[src/rtl/pattern_game_pkg.sv]
// pattern_game_pkg: shared state encoding, switch IDs and game depth for the pattern game and its autoplayer
package pattern_game_pkg;
    localparam int GAME_LIMIT_DEF = 10;
    typedef enum logic [2:0] {ST_IDLE, ST_LISTEN, ST_PRESS, ST_GAP, ST_ERROR} state_t;
    localparam logic [1:0] SW_1 = 2'd0;
    localparam logic [1:0] SW_2 = 2'd1;
    localparam logic [1:0] SW_3 = 2'd2;
    localparam logic [1:0] SW_4 = 2'd3;
    function automatic logic [1:0] led_to_id(input logic [3:0] r);
        return r[3] ? SW_4 : r[2] ? SW_3 : r[1] ? SW_2 : SW_1;
    endfunction
endpackage

[src/rtl/pattern_game_autoplayer_capture_buf.sv]
// pattern_capture_buf: small 2-bit register file holding captured switch IDs
module pattern_capture_buf #(
    parameter int DEPTH = 11,
    parameter int AW    = $clog2(DEPTH)
) (
    input  logic          i_clk,
    input  logic          i_rst_n,
    input  logic          i_we,
    input  logic [AW-1:0] i_waddr,
    input  logic [1:0]    i_wdata,
    input  logic [AW-1:0] i_raddr,
    output logic [1:0]    o_rdata
);
    logic [1:0] mem [DEPTH];
    // synchronous write, cleared asynchronously on reset
    always_ff @(posedge i_clk or negedge i_rst_n) begin
        if (!i_rst_n) begin
            for (int i = 0; i < DEPTH; i++) mem[i] <= '0;
        end else if (i_we) begin
            mem[i_waddr] <= i_wdata;
        end
    end
    assign o_rdata = mem[i_raddr];
endmodule

[src/rtl/pattern_game_autoplayer.sv]
// pattern_game_autoplayer: records game LED patterns and replays them as timed switch presses (optional AUTOPLAYER_MISTAKE_EN)
module pattern_game_autoplayer
    import pattern_game_pkg::*;
#(
    parameter int GAME_LIMIT = GAME_LIMIT_DEF,
    parameter int IDLE_CLKS  = 12500000,
    parameter int PRESS_CLKS = 500000,
    parameter int GAP_CLKS   = 500000
) (
    input  logic       i_clk,
    input  logic       i_rst_n,
    input  logic       i_enable,
`ifdef AUTOPLAYER_MISTAKE_EN
    input  logic [3:0] i_fail_round,
`endif
    input  logic       i_led_1,
    input  logic       i_led_2,
    input  logic       i_led_3,
    input  logic       i_led_4,
    output logic       o_switch_1,
    output logic       o_switch_2,
    output logic       o_switch_3,
    output logic       o_switch_4,
    output logic       o_busy,
    output logic       o_error,
    output logic [3:0] o_count
);
    localparam int DEPTH = GAME_LIMIT + 1;
    localparam int AW    = $clog2(DEPTH);
    localparam int TMAX  = (IDLE_CLKS > PRESS_CLKS) ? ((IDLE_CLKS > GAP_CLKS) ? IDLE_CLKS : GAP_CLKS)
                                                    : ((PRESS_CLKS > GAP_CLKS) ? PRESS_CLKS : GAP_CLKS);
    localparam int TW    = $clog2(TMAX) + 1;

    state_t        state, state_d;
    logic [3:0]    led, r_led, rise, sw, sw_d;
    logic [3:0]    count, count_d, index, index_d;
    logic [TW-1:0] timer, timer_d;
    logic          we, fail_hit;
    logic [1:0]    rd_id, play_id;

    assign led  = {i_led_4, i_led_3, i_led_2, i_led_1};
    assign rise = led & ~r_led;

    pattern_capture_buf #(.DEPTH(DEPTH), .AW(AW)) u_buf (
        .i_clk   (i_clk),
        .i_rst_n (i_rst_n),
        .i_we    (we),
        .i_waddr (count[AW-1:0]),
        .i_wdata (led_to_id(rise)),
        .i_raddr (index_d[AW-1:0]),
        .o_rdata (rd_id)
    );

    // next state, capture control and replay sequencing; enable low overrides everything
    always_comb begin
        state_d = state;
        count_d = count;
        index_d = index;
        timer_d = timer;
        we      = 1'b0;
        case (state)
            ST_IDLE: begin
                count_d = '0;
                index_d = '0;
                timer_d = '0;
                if (i_enable) state_d = ST_LISTEN;
            end
            ST_LISTEN: begin
                if (rise != 4'b0 && (!$onehot(rise) || (led & ~rise) != 4'b0 || count == 4'(DEPTH))) begin
                    state_d = ST_ERROR;
                end else begin
                    if (rise != 4'b0) begin
                        we      = 1'b1;
                        count_d = count + 4'd1;
                    end
                    if (led != 4'b0 || count == 4'd0) timer_d = '0;
                    else if (timer == TW'(IDLE_CLKS - 1)) begin
                        state_d = ST_PRESS;
                        index_d = '0;
                    end else timer_d = timer + 1'b1;
                end
            end
            ST_PRESS: begin
                if (timer == TW'(PRESS_CLKS - 1)) state_d = ST_GAP;
                else timer_d = timer + 1'b1;
            end
            ST_GAP: begin
                if (timer == TW'(GAP_CLKS - 1)) begin
                    if (index + 4'd1 == count) begin
                        state_d = ST_LISTEN;
                        count_d = '0;
                    end else begin
                        state_d = ST_PRESS;
                        index_d = index + 4'd1;
                    end
                end else timer_d = timer + 1'b1;
            end
            ST_ERROR: state_d = ST_ERROR;
            default: state_d = ST_IDLE;
        endcase
        if (!i_enable) begin
            state_d = ST_IDLE;
            count_d = '0;
            index_d = '0;
            we      = 1'b0;
        end
        if (state_d != state) timer_d = '0;
    end

`ifdef AUTOPLAYER_MISTAKE_EN
    assign fail_hit = ({1'b0, count_d} == {1'b0, i_fail_round} + 5'd1) && (index_d + 4'd1 == count_d);
`else
    assign fail_hit = 1'b0;
`endif
    assign play_id = rd_id + {1'b0, fail_hit};
    assign sw_d    = (state_d == ST_PRESS) ? (4'b0001 << play_id) : 4'b0000;

    // state, counters, LED history and registered switch drive
    always_ff @(posedge i_clk or negedge i_rst_n) begin
        if (!i_rst_n) begin
            state <= ST_IDLE;
            count <= '0;
            index <= '0;
            timer <= '0;
            r_led <= '0;
            sw    <= '0;
        end else begin
            state <= state_d;
            count <= count_d;
            index <= index_d;
            timer <= timer_d;
            r_led <= led;
            sw    <= sw_d;
        end
    end

    assign {o_switch_4, o_switch_3, o_switch_2, o_switch_1} = sw;
    assign o_busy  = (state == ST_PRESS) || (state == ST_GAP);
    assign o_error = (state == ST_ERROR);
    assign o_count = count;
endmodule

[config.mk]
export PLATFORM = sky130hd
export DESIGN_NAME = pattern_game_autoplayer
export DESIGN_NICKNAME = d
export VERILOG_FILES = /design/src/rtl/pattern_game_pkg.sv /design/src/rtl/pattern_game_autoplayer_capture_buf.sv /design/src/rtl/pattern_game_autoplayer.sv
export SDC_FILE = /design/constraint.sdc
export NUM_CORES = 1
export LEC_CHECK = 0
export CORE_MARGIN = 3
export CORE_UTILIZATION = 55
export DETAILED_ROUTE_END_ITERATION = 7
export HOLD_SLACK_MARGIN = 0.15
export PLACE_DENSITY_LB_ADDON = 0.2
export SYNTH_ARGS = -nofsm -noshare
export SYNTH_HDL_FRONTEND = slang
export SYNTH_SLANG_ARGS = --single-unit
export TNS_END_PERCENT = 10
[constraint.sdc]
create_clock -name i_clk -period 3.71 [get_ports i_clk]
set_input_delay 0.9275 -clock i_clk [delete_from_list [all_inputs] [get_ports i_clk]]
set_output_delay 0.9275 -clock i_clk [all_outputs]
set_load 0.01 [all_outputs]
==> summary.txt, run 1 <==
Reg2Reg Depth = 22
Peak VDD IR = 0.234 mV
Crit start category = input port
Worst-case clock buffer depth = 2
Placer Congestion = 0.906
Xor and xnor area share after synthesis = 0.0171
Top cells by area, synth = dfrtp_1 (41%), nor2_1 (4.9%), mux2_2 (4.2%)
Syn nets = 454
Max-cap violations = 0
CP Launch Point = i_led_2
Commonest non-fill, non-tap cell in the layout = dfrtp_1
Failing checks = setup timing
Post-synth cell types = 74
Synth Warn # = 0
Crit Path Max Fanout = 4
Largest net degree at the start of global routing = 33
Number of port buffers = 16
Fin. max-slew vios = 0
Period utilization = 1.02
Vias = 3700
DRT Pass-1 Iters = 5
H-Tree Depth = 3
# rows = 30
Dpl cell area = 4600 um2
Worst-Margin Slew = 770 ps
Post-synthesis sequential area ratio = 0.411
Post-route cell area = 4980 um2
Reg clk slew, reported paths = 80 ps
Yosys reg bits = 66
Peak Freq = 0.264 GHz
WP data arrival = 4080 ps
Iter 0 DRT Violations = 320
Final setup viols = 5
First-pass GRT wire length = 17.2 mm
Largest family of logic cells by synthesized area = simple AND/OR/NAND/NOR gates
Die footprint = 8370 um2
Syn_area_per_cell = 9.20 um2
Initial antenna violation count = 0
I/O pin count = 17
RSZ-0062 raised after global routing = yes
CTS root buffer = clkbuf_8
Yosys top cell by area = dfrtp_1
Hold Path Class = reg -> reg
Final hold vios = 0
Mapped cell area = 4020 um2
Congestion Overflow GR = 0
Final WL = 10.3 mm
Multiplexer share of the synthesized area = 0.0694
Hold Crit Start = u_buf.mem[20]
Worst EP required = 4000 ps
DP HPWL = 7.07 mm
Asr flop ratio synth = 1.00
Proportion of netlist area held by the largest area contributor = 0.411
Power Total = 1.79 mW
Total global-route track usage = 0.258
TritonCTS clock tree = done
Area Overhead vs Synth = 23.8%
Layout cell share with drive strength beyond 1 = 0.259
Ant diodes = 0
Initial Util = 0.579
Hold bufs inserted after CTS = 0
Core Footprint = 6940 um2
Status = finished with violations
Hold Crit Depth = 1
Die Ht = 91.5 um
Leakage Power = 2.21 nW
# nets final = 518
Clock Skews = 8.75 ps
Complex-gate fraction of the synthesized area = 0.206
CTS Sinks = 66
Vias in the first global route = 3528
Main synth FF type = dfrtp_1
Cell Pwr Density = 360 nW/um2
Commonest cells after routing, fill and taps aside = dfrtp_1 (66), buf_4 (54), nor2_1 (51)
Antenna-violating nets left = 0
Via/cell ratio = 6.15
Clk Latency, worst-skew pair = 350 ps
Post-Syn Instances = 437
DIE WIDTH = 91.5 um
Slew HR = 0.486
Post-synthesis adder-cell area fraction = 0.0330
Per-cell routed wire length = 17.2 um
Post-synth EDFFs = 0
Crit path kind = in -> reg
Period minus WS final = 3790 ps
Setup ws final = -76.7 ps
R2r startpoint = r_led[1]
Fin Setup TNS = -224 ps
Residual DRC = 0
CTS Buf Count = 9
Synth Area in Simple Gates = 0.228
Critical Path Sink Type = flip-flop
## state kept, by name, summed over array words and instances (netlist names)
signal     cells
timer         25
u_buf.mem     22
index          4
o_count        4
r_led          4
sw             4
state          3
## per-layer routing
layer  global-route usage  up-vias  wire (um)
met5                    0        -          0
met4               0.0678        0        114
met3               0.0580       10        667
met2                0.411      135       4940
met1                0.355     1820       4620
li1                     -     1735          -
## cell type report
| type | count | area, um2 |
|---|---|---|
| fill | 510 | 1970 |
| inverter | 16 | 60.1 |
| timing repair buffer | 71 | 588 |
| sequential | 66 | 1650 |
| clock inverter | 7 | 93.8 |
| clock buffer | 9 | 124 |
| multi-input combinational | 337 | 2340 |
| tap | 96 | 120 |
## critical path, cell delays in order
cell	delay [ps]
buf_8	80
nand2b_4	50
buf_4	130
buf_4	120
buf_4	120
buf_4	120
buf_4	120
buf_4	120
buf_4	120
buf_4	120
buf_4	120
buf_4	120
ha_1	200
nand3_2	110
o211ai_1	110
buf_4	170
a31oi_1	190
o21ai_2	90
buf_4	140
a211oi_1	160
o21ai_1	120
a32oi_2	290
o2111a_1	240
## worst paths after layout
path,endpoint,slack [ps]
max,sw[0],-80
min,u_buf.mem[20],510
max reg2reg,sw[0],80
min reg2reg,u_buf.mem[20],510
max in group asynchronous,o_count[0],2280
min in group asynchronous,timer[20],640
## report_power, final
| group | switching, mW | internal, mW |
|---|---|---|
| logic | 0.200 | 0.145 |
| registers | 0.0316 | 0.739 |
| clock network | 0.299 | 0.377 |
| total | 0.531 | 1.26 |
## synth_stat cells, types with 5 or more instances
library cell and number:
nand2b_1 7, o21ai_0 31, nand3_1 21, or3_1 8, nor3_1 5, nand2_1 24, clkbuf_1 11, ha_1 9
nor2_1 53, a31oi_1 16, mux2_2 15, dfrtp_1 66, inv_1 15, nand4_1 5, nand3b_1 6, mux2i_1 11
a21oi_1 30
## per-stage QoR
stage / cells / hold WS, ps / worst slack, ps / util
after CTS: 601 / 513 / -16.3 / 0.710
final: 602 / 510 / -76.7 / 0.717
after global routing: 602 / 540 / -211 / 0.717
after floorplan: 437 / 479 / -222 / -
after global placement: 574 / 491 / -829 / 0.662
after detailed placement: 574 / 496 / -950 / 0.662
## cells by family (layout without fill, tap and decap cells)
family	Yosys count	count (layout)
muxes	26	26
DFF	66	66
buffers and inverters	34	103
and+or+nand+nor	171	171
xor gates and xnor gates	7	7
adders and majority gates	10	10
AOI/OAI and AO/OA	123	123
## what timing repair did
action | CTS | global route
buffers inserted | 11 | 1
endpoints found under the setup margin | 35 | 29
pin swaps | 12 | 12
resized for setup | 23 | 12
Power figures use the tool's default switching activity.
==> inputs of run 2 (changes only) <==
- SLEW_MARGIN: not set -> 30
==> results of run 2 <==
Same layout as run 1: the final DEF is identical, and so are final timing and power.
